==> src/rtl/fifo_pkg.sv <==
// Shared sizing constants for the scannable synchronous FIFO.
package fifo_pkg;
  localparam int DATA_W    = 17;
  localparam int ADDR_W    = 3;
  localparam int DEPTH     = 1 << ADDR_W;
  localparam int CHAIN_LEN = 2 + 2 * ADDR_W + 2 * DATA_W;
endpackage

==> src/rtl/fifo_scan_reg.sv <==
// Register with async active-low clear and a scan mux; in test mode it shifts
// toward bit 0, so bit 0 is the serial output.
module fifo_scan_reg #(
  parameter int W = 1
) (
  input  logic         clk,
  input  logic         rst_n,
  input  logic         tm,
  input  logic         scan_in,
  input  logic [W-1:0] d,
  output logic [W-1:0] q,
  output logic         scan_out
);

  logic [W-1:0] shifted;

  if (W == 1) begin : g_one
    assign shifted = scan_in;
  end else begin : g_multi
    assign shifted = {scan_in, q[W-1:1]};
  end

  always_ff @(posedge clk or negedge rst_n) begin
    if (!rst_n)  q <= '0;
    else if (tm) q <= shifted;
    else         q <= d;
  end

  assign scan_out = q[0];

endmodule

==> src/rtl/fifo.sv <==
// Eight-entry FIFO with registered requests and a full scan chain over all
// flops except the storage array.
module fifo
  import fifo_pkg::*;
#(
  parameter int DATA_W = fifo_pkg::DATA_W,
  parameter int ADDR_W = fifo_pkg::ADDR_W
) (
  input  logic              clk,
  input  logic              rst_n,
  input  logic              w_en,
  input  logic              r_en,
  input  logic [DATA_W-1:0] data_in,
  output logic [DATA_W-1:0] data_out,
  output logic              full,
  output logic              empty,
  input  logic              TM,
  input  logic              SI,
  output logic              SO
);

  logic              w_en_q, r_en_q;
  logic [ADDR_W-1:0] wptr, rptr, wptr_inc, rptr_inc, wptr_d, rptr_d;
  logic [DATA_W-1:0] din_q, dout_d;
  logic [DATA_W-1:0] mem [2**ADDR_W];
  logic              do_write, do_read;
  logic              s_ren, s_wen, s_rptr, s_wptr, s_din;

  assign wptr_inc = wptr + 1'b1;
  assign rptr_inc = rptr + 1'b1;
  assign empty    = (wptr == rptr);
  assign full     = (wptr_inc == rptr);

  // One slot is sacrificed so that full and empty stay distinguishable.
  assign do_write = w_en_q && !full;
  assign do_read  = r_en_q && !empty;
  assign wptr_d   = do_write ? wptr_inc : wptr;
  assign rptr_d   = do_read  ? rptr_inc : rptr;
  assign dout_d   = do_read  ? mem[rptr] : data_out;

  always_ff @(posedge clk) begin
    if (!TM && do_write) mem[wptr] <= din_q;
  end

  // Chain: SI -> r_en_q -> w_en_q -> rptr -> wptr -> din_q -> data_out -> SO
  fifo_scan_reg #(.W(1)) u_ren (
    .clk(clk), .rst_n(rst_n), .tm(TM), .scan_in(SI),
    .d(r_en), .q(r_en_q), .scan_out(s_ren)
  );

  fifo_scan_reg #(.W(1)) u_wen (
    .clk(clk), .rst_n(rst_n), .tm(TM), .scan_in(s_ren),
    .d(w_en), .q(w_en_q), .scan_out(s_wen)
  );

  fifo_scan_reg #(.W(ADDR_W)) u_rptr (
    .clk(clk), .rst_n(rst_n), .tm(TM), .scan_in(s_wen),
    .d(rptr_d), .q(rptr), .scan_out(s_rptr)
  );

  fifo_scan_reg #(.W(ADDR_W)) u_wptr (
    .clk(clk), .rst_n(rst_n), .tm(TM), .scan_in(s_rptr),
    .d(wptr_d), .q(wptr), .scan_out(s_wptr)
  );

  fifo_scan_reg #(.W(DATA_W)) u_din (
    .clk(clk), .rst_n(rst_n), .tm(TM), .scan_in(s_wptr),
    .d(data_in), .q(din_q), .scan_out(s_din)
  );

  fifo_scan_reg #(.W(DATA_W)) u_dout (
    .clk(clk), .rst_n(rst_n), .tm(TM), .scan_in(s_din),
    .d(dout_d), .q(data_out), .scan_out(SO)
  );

endmodule

==> config.mk <==
export PLATFORM = sky130hd
export DESIGN_NAME = fifo
export DESIGN_NICKNAME = d
export VERILOG_FILES = /design/src/rtl/fifo_pkg.sv /design/src/rtl/fifo_scan_reg.sv /design/src/rtl/fifo.sv
export SDC_FILE = /design/constraint.sdc
export NUM_CORES = 1
export LEC_CHECK = 0
export ABC_CLOCK_PERIOD_IN_PS = 3800
export CORE_MARGIN = 2
export CORE_UTILIZATION = 55
export DETAILED_ROUTE_END_ITERATION = 10
export HOLD_SLACK_MARGIN = 0.06
export MAX_ROUTING_LAYER = met4
export PLACE_DENSITY = 0.79
export SLEW_MARGIN = 20
export SYNTH_ARGS = -nofsm -noshare
export SYNTH_HDL_FRONTEND = slang
export SYNTH_HIERARCHICAL = 1
export SYNTH_SLANG_ARGS = --single-unit
==> constraint.sdc <==
create_clock -name clk -period 3.8 [get_ports clk]
set_input_delay 0.76 -clock clk [delete_from_list [all_inputs] [get_ports clk]]
set_output_delay 0.76 -clock clk [all_outputs]
set_load 0.02 [all_outputs]
==> results by group <==
Critical path
  – Worst r2r src: u_rptr/q[0]
  – CP Capture Type: output port
  – Crit start category: flip-flop
  – Crit path DAT: 2.46 ns
  – Register-to-Register Path Depth: 4
  – Worst reg2reg path endpoint: u_rptr/q[1]
  – Worst Path Max Fanout: 22
  – Slack of the worst reg-to-reg path: 1.22 ns
  – Worst path required time: 3.04 ns
  – Crit path kind: flip-flop to output port

Timing
  – Skew final: 0.00814 ns
  – Sum of negative setup slack: 0 ns
  – Final hold violations: 0
  – Unrepaired setup endpoints after global routing: false
  – FMAX: 311 MHz
  – Final min period: 3.22 ns
  – Max_slew headroom: 0.454
  – Final setup viols: 0
  – Period utilisation layout: 0.847
  – Worst slew pin tran: 0.819 ns
  – Final Slew Violations: 0
  – Hold slack: 0.350 ns

Routing
  – Initial DRC count: 269
  – DRC viols: 0
  – Drt wl/cell: 22.5 um
  – Via count: 3437
  – Vias per inst: 5.82
  – Drt first pass iters: 4
  – Routed Wire Length: 13.3 mm
  – Post-route ant nets: 0

Power
  – Power Density: 767 nW/um2
  – Clock power frac: 0.250
  – Internal: 4.64 mW
  – VDD IR-drop max: 0.493 mV
  – Leak Pwr: 3.04 nW
  – Sw Share: 0.291
  – Switch Pwr: 1.90 mW
  – Sequential Power Share: 0.413
  – Logic pwr share: 0.337

Layout
  – Diodes inserted: 0
  – Area growth, synth to finish: 14.8%
  – Final #Nets: 427
  – Final core utilization: 0.644
  – Share of layout cells above drive strength 1: 0.342
  – Finished Cell Area: 8530 um2

Place
  – Gpl congestion: 0.846
  – Cell area after placement: 7980 um2
  – Quantity of I/O buffers inserted on ports: 42
  – Post-DP HPWL: 7.72 mm

GRT
  – Initial antenna violation count: 0
  – Gr ovfl total: 0
  – Pin count of the biggest net entering global routing: 43
  – GRT Util Overall: 0.210
  – First-pass GRT wire length: 21.1 mm
  – Vias in the first global route: 3560

Min path
  – Hold Crit Class: input pin to async pin

Synth
  – Cell taking the most area after synthesis: edfxtp_1
  – Synth Warn #: 6
  – #FFs+latches synth: 178
  – Post-Syn Instances: 349
  – Post-synth cell types: 31
  – Syn Nets: 374
  – Top area cells in the synthesized netlist: edfxtp_1, dfrtp_1, mux2_2
  – Register area share after synthesis: 0.691
  – Top cell type's share of synthesized area: 0.550
  – Avg Inst Size Synth: 21.3 um2
  – Mapped Area: 7430 um2

Floorplan
  – Ports: 43
  – Die Span X: 120 um
  – # rows: 42
  – Core Region: 13200 um2
  – Chip height: 120 um
  – Die area: 14500 um2
  – Initial Utilization: 0.561

CTS
  – CTS H-tree lvls: 4
  – Clock-pin slew on the worst setup and hold paths: 0.06 ns
  – Post-CTS setup buffer count: 0
  – TritonCTS buffer count: 17
  – Hold-fix buffers at CTS: 0
  – Skew-Pair Late Insertion Delay: 0.42 ns
  – Resized cells post-CTS: 0
  – CTS tree: done
  – Clk sinks: 178
  – Maximum root-to-sink buffer count: 2
  – Root Driver: clkbuf_16

Status
  – Status: finished clean

Run
  – Number of max-cap violations: 0
## cell usage after synthesis
master / instances
clkbuf_1: 1
buf_1: 3
mux2_4: 29
mux2_2: 49
buf_12: 3
ha_1: 2
inv_1: 1
xor3_1: 1
o311ai_0: 1
buf_6: 4
xnor2_1: 3
mux4_1: 14
nor2_1: 7
and3_1: 1
nor3b_1: 1
nand2b_1: 2
buf_8: 2
or4_1: 1
a31oi_4: 1
and3b_1: 1
o31ai_1: 3
mux4_2: 20
a31oi_1: 1
edfxtp_1: 136
nor3_1: 3
xnor2_2: 1
xor2_1: 3
dfrtp_1: 42
buf_2: 3
buf_4: 6
nand2_1: 4
## worst max path at each step
stage               cells after the start   startpoint  slack, ns        end
CTS                                     4  u_rptr/q[2]       0.57       full
detailed placement                      4  u_rptr/q[2]       1.06       full
global route                            3  u_rptr/q[0]       0.52      empty
finish                                  4  u_rptr/q[2]       0.58       full
floorplan                               5  u_wptr/q[0]       0.88  mem[1][0]
global placement                        4  u_rptr/q[2]       1.10       full
## placed cells by master (no fill, tap or decap), types with 2 or more instances in the layout
cell type,instances
buf_4,14
bufinv_16,2
clkbuf_1,8
clkbuf_16,17
clkdlybuf4s50_1,40
clkinv_2,2
dfrtp_1,41
edfxtp_1,136
ha_1,2
mux2_2,49
mux2_4,29
mux4_1,14
mux4_2,20
nand2_1,4
nand2b_1,2
nor2_1,7
nor3_2,2
o31ai_1,3
xnor2_1,3
xor2_1,3
## final cells by class
type	instances	area (um2)
Sequential cell	178	5140
Fill cell	908	4710
Multi-Input combinational cell	148	2090
Timing Repair Buffer	56	531
Clock buffer	26	469
Tap cell	176	220
Clock inverter	6	81.3
Inverter	1	3.75
## cell families after synthesis
kind of cell,synth area share
AO/OA/AOI/OAI,0.00792
XOR/XNOR,0.0125
adder cells (fa/ha/maj),0.00337
buffers and inverters,0.0288
flip-flops,0.691
multiplexers,0.243
AND/OR/NAND/NOR,0.0133
## power by group through the flow
stage          Clock [mW]  Combinational [mW]  Sequential, mW
6_report             1.63                2.21            2.70
5_1_grt              1.74                2.35            2.75
4_1_cts              1.66                2.22            2.70
3_5_place_dp            0                2.18            2.74
3_3_place_gp            0                2.14            2.72
2_1_floorplan           0                1.61            2.71
## per-layer routing
layer,global-route usage,wire (um),up-vias,share of wire
met1,0.281,5690,1791,0.43
met4,0.0683,195,0,0.015
met5,-,0,-,0
met3,0.0491,745,17,0.056
li1,-,-,1512,-
met2,0.325,6650,117,0.50
## critical path, cell delays in order (launching register included)
cell	delay (ns)
dfrtp_1	0.33
buf_4	0.33
xor3_1	0.58
nor3_1	0.16
clkdlybuf4s50_1	0.63
## metrics by stage
stage               instances  setup slack [ns]  total power, mW
floorplan                 349             0.884             4.32
global placement          559              1.10             4.86
detailed placement        559              1.06             4.92
CTS                       591             0.573             6.59
global route              591             0.517             6.84
finish                    591             0.580             6.54
## sequential cells by signal (all words and copies together) (netlist names)
name	cells
u_rptr/q	3
u_wen/q	1
mem	136
u_din/q	17
u_dout/q	17
u_wptr/q	3
u_ren/q	1
Note: power is estimated with default switching activity, not from simulation.
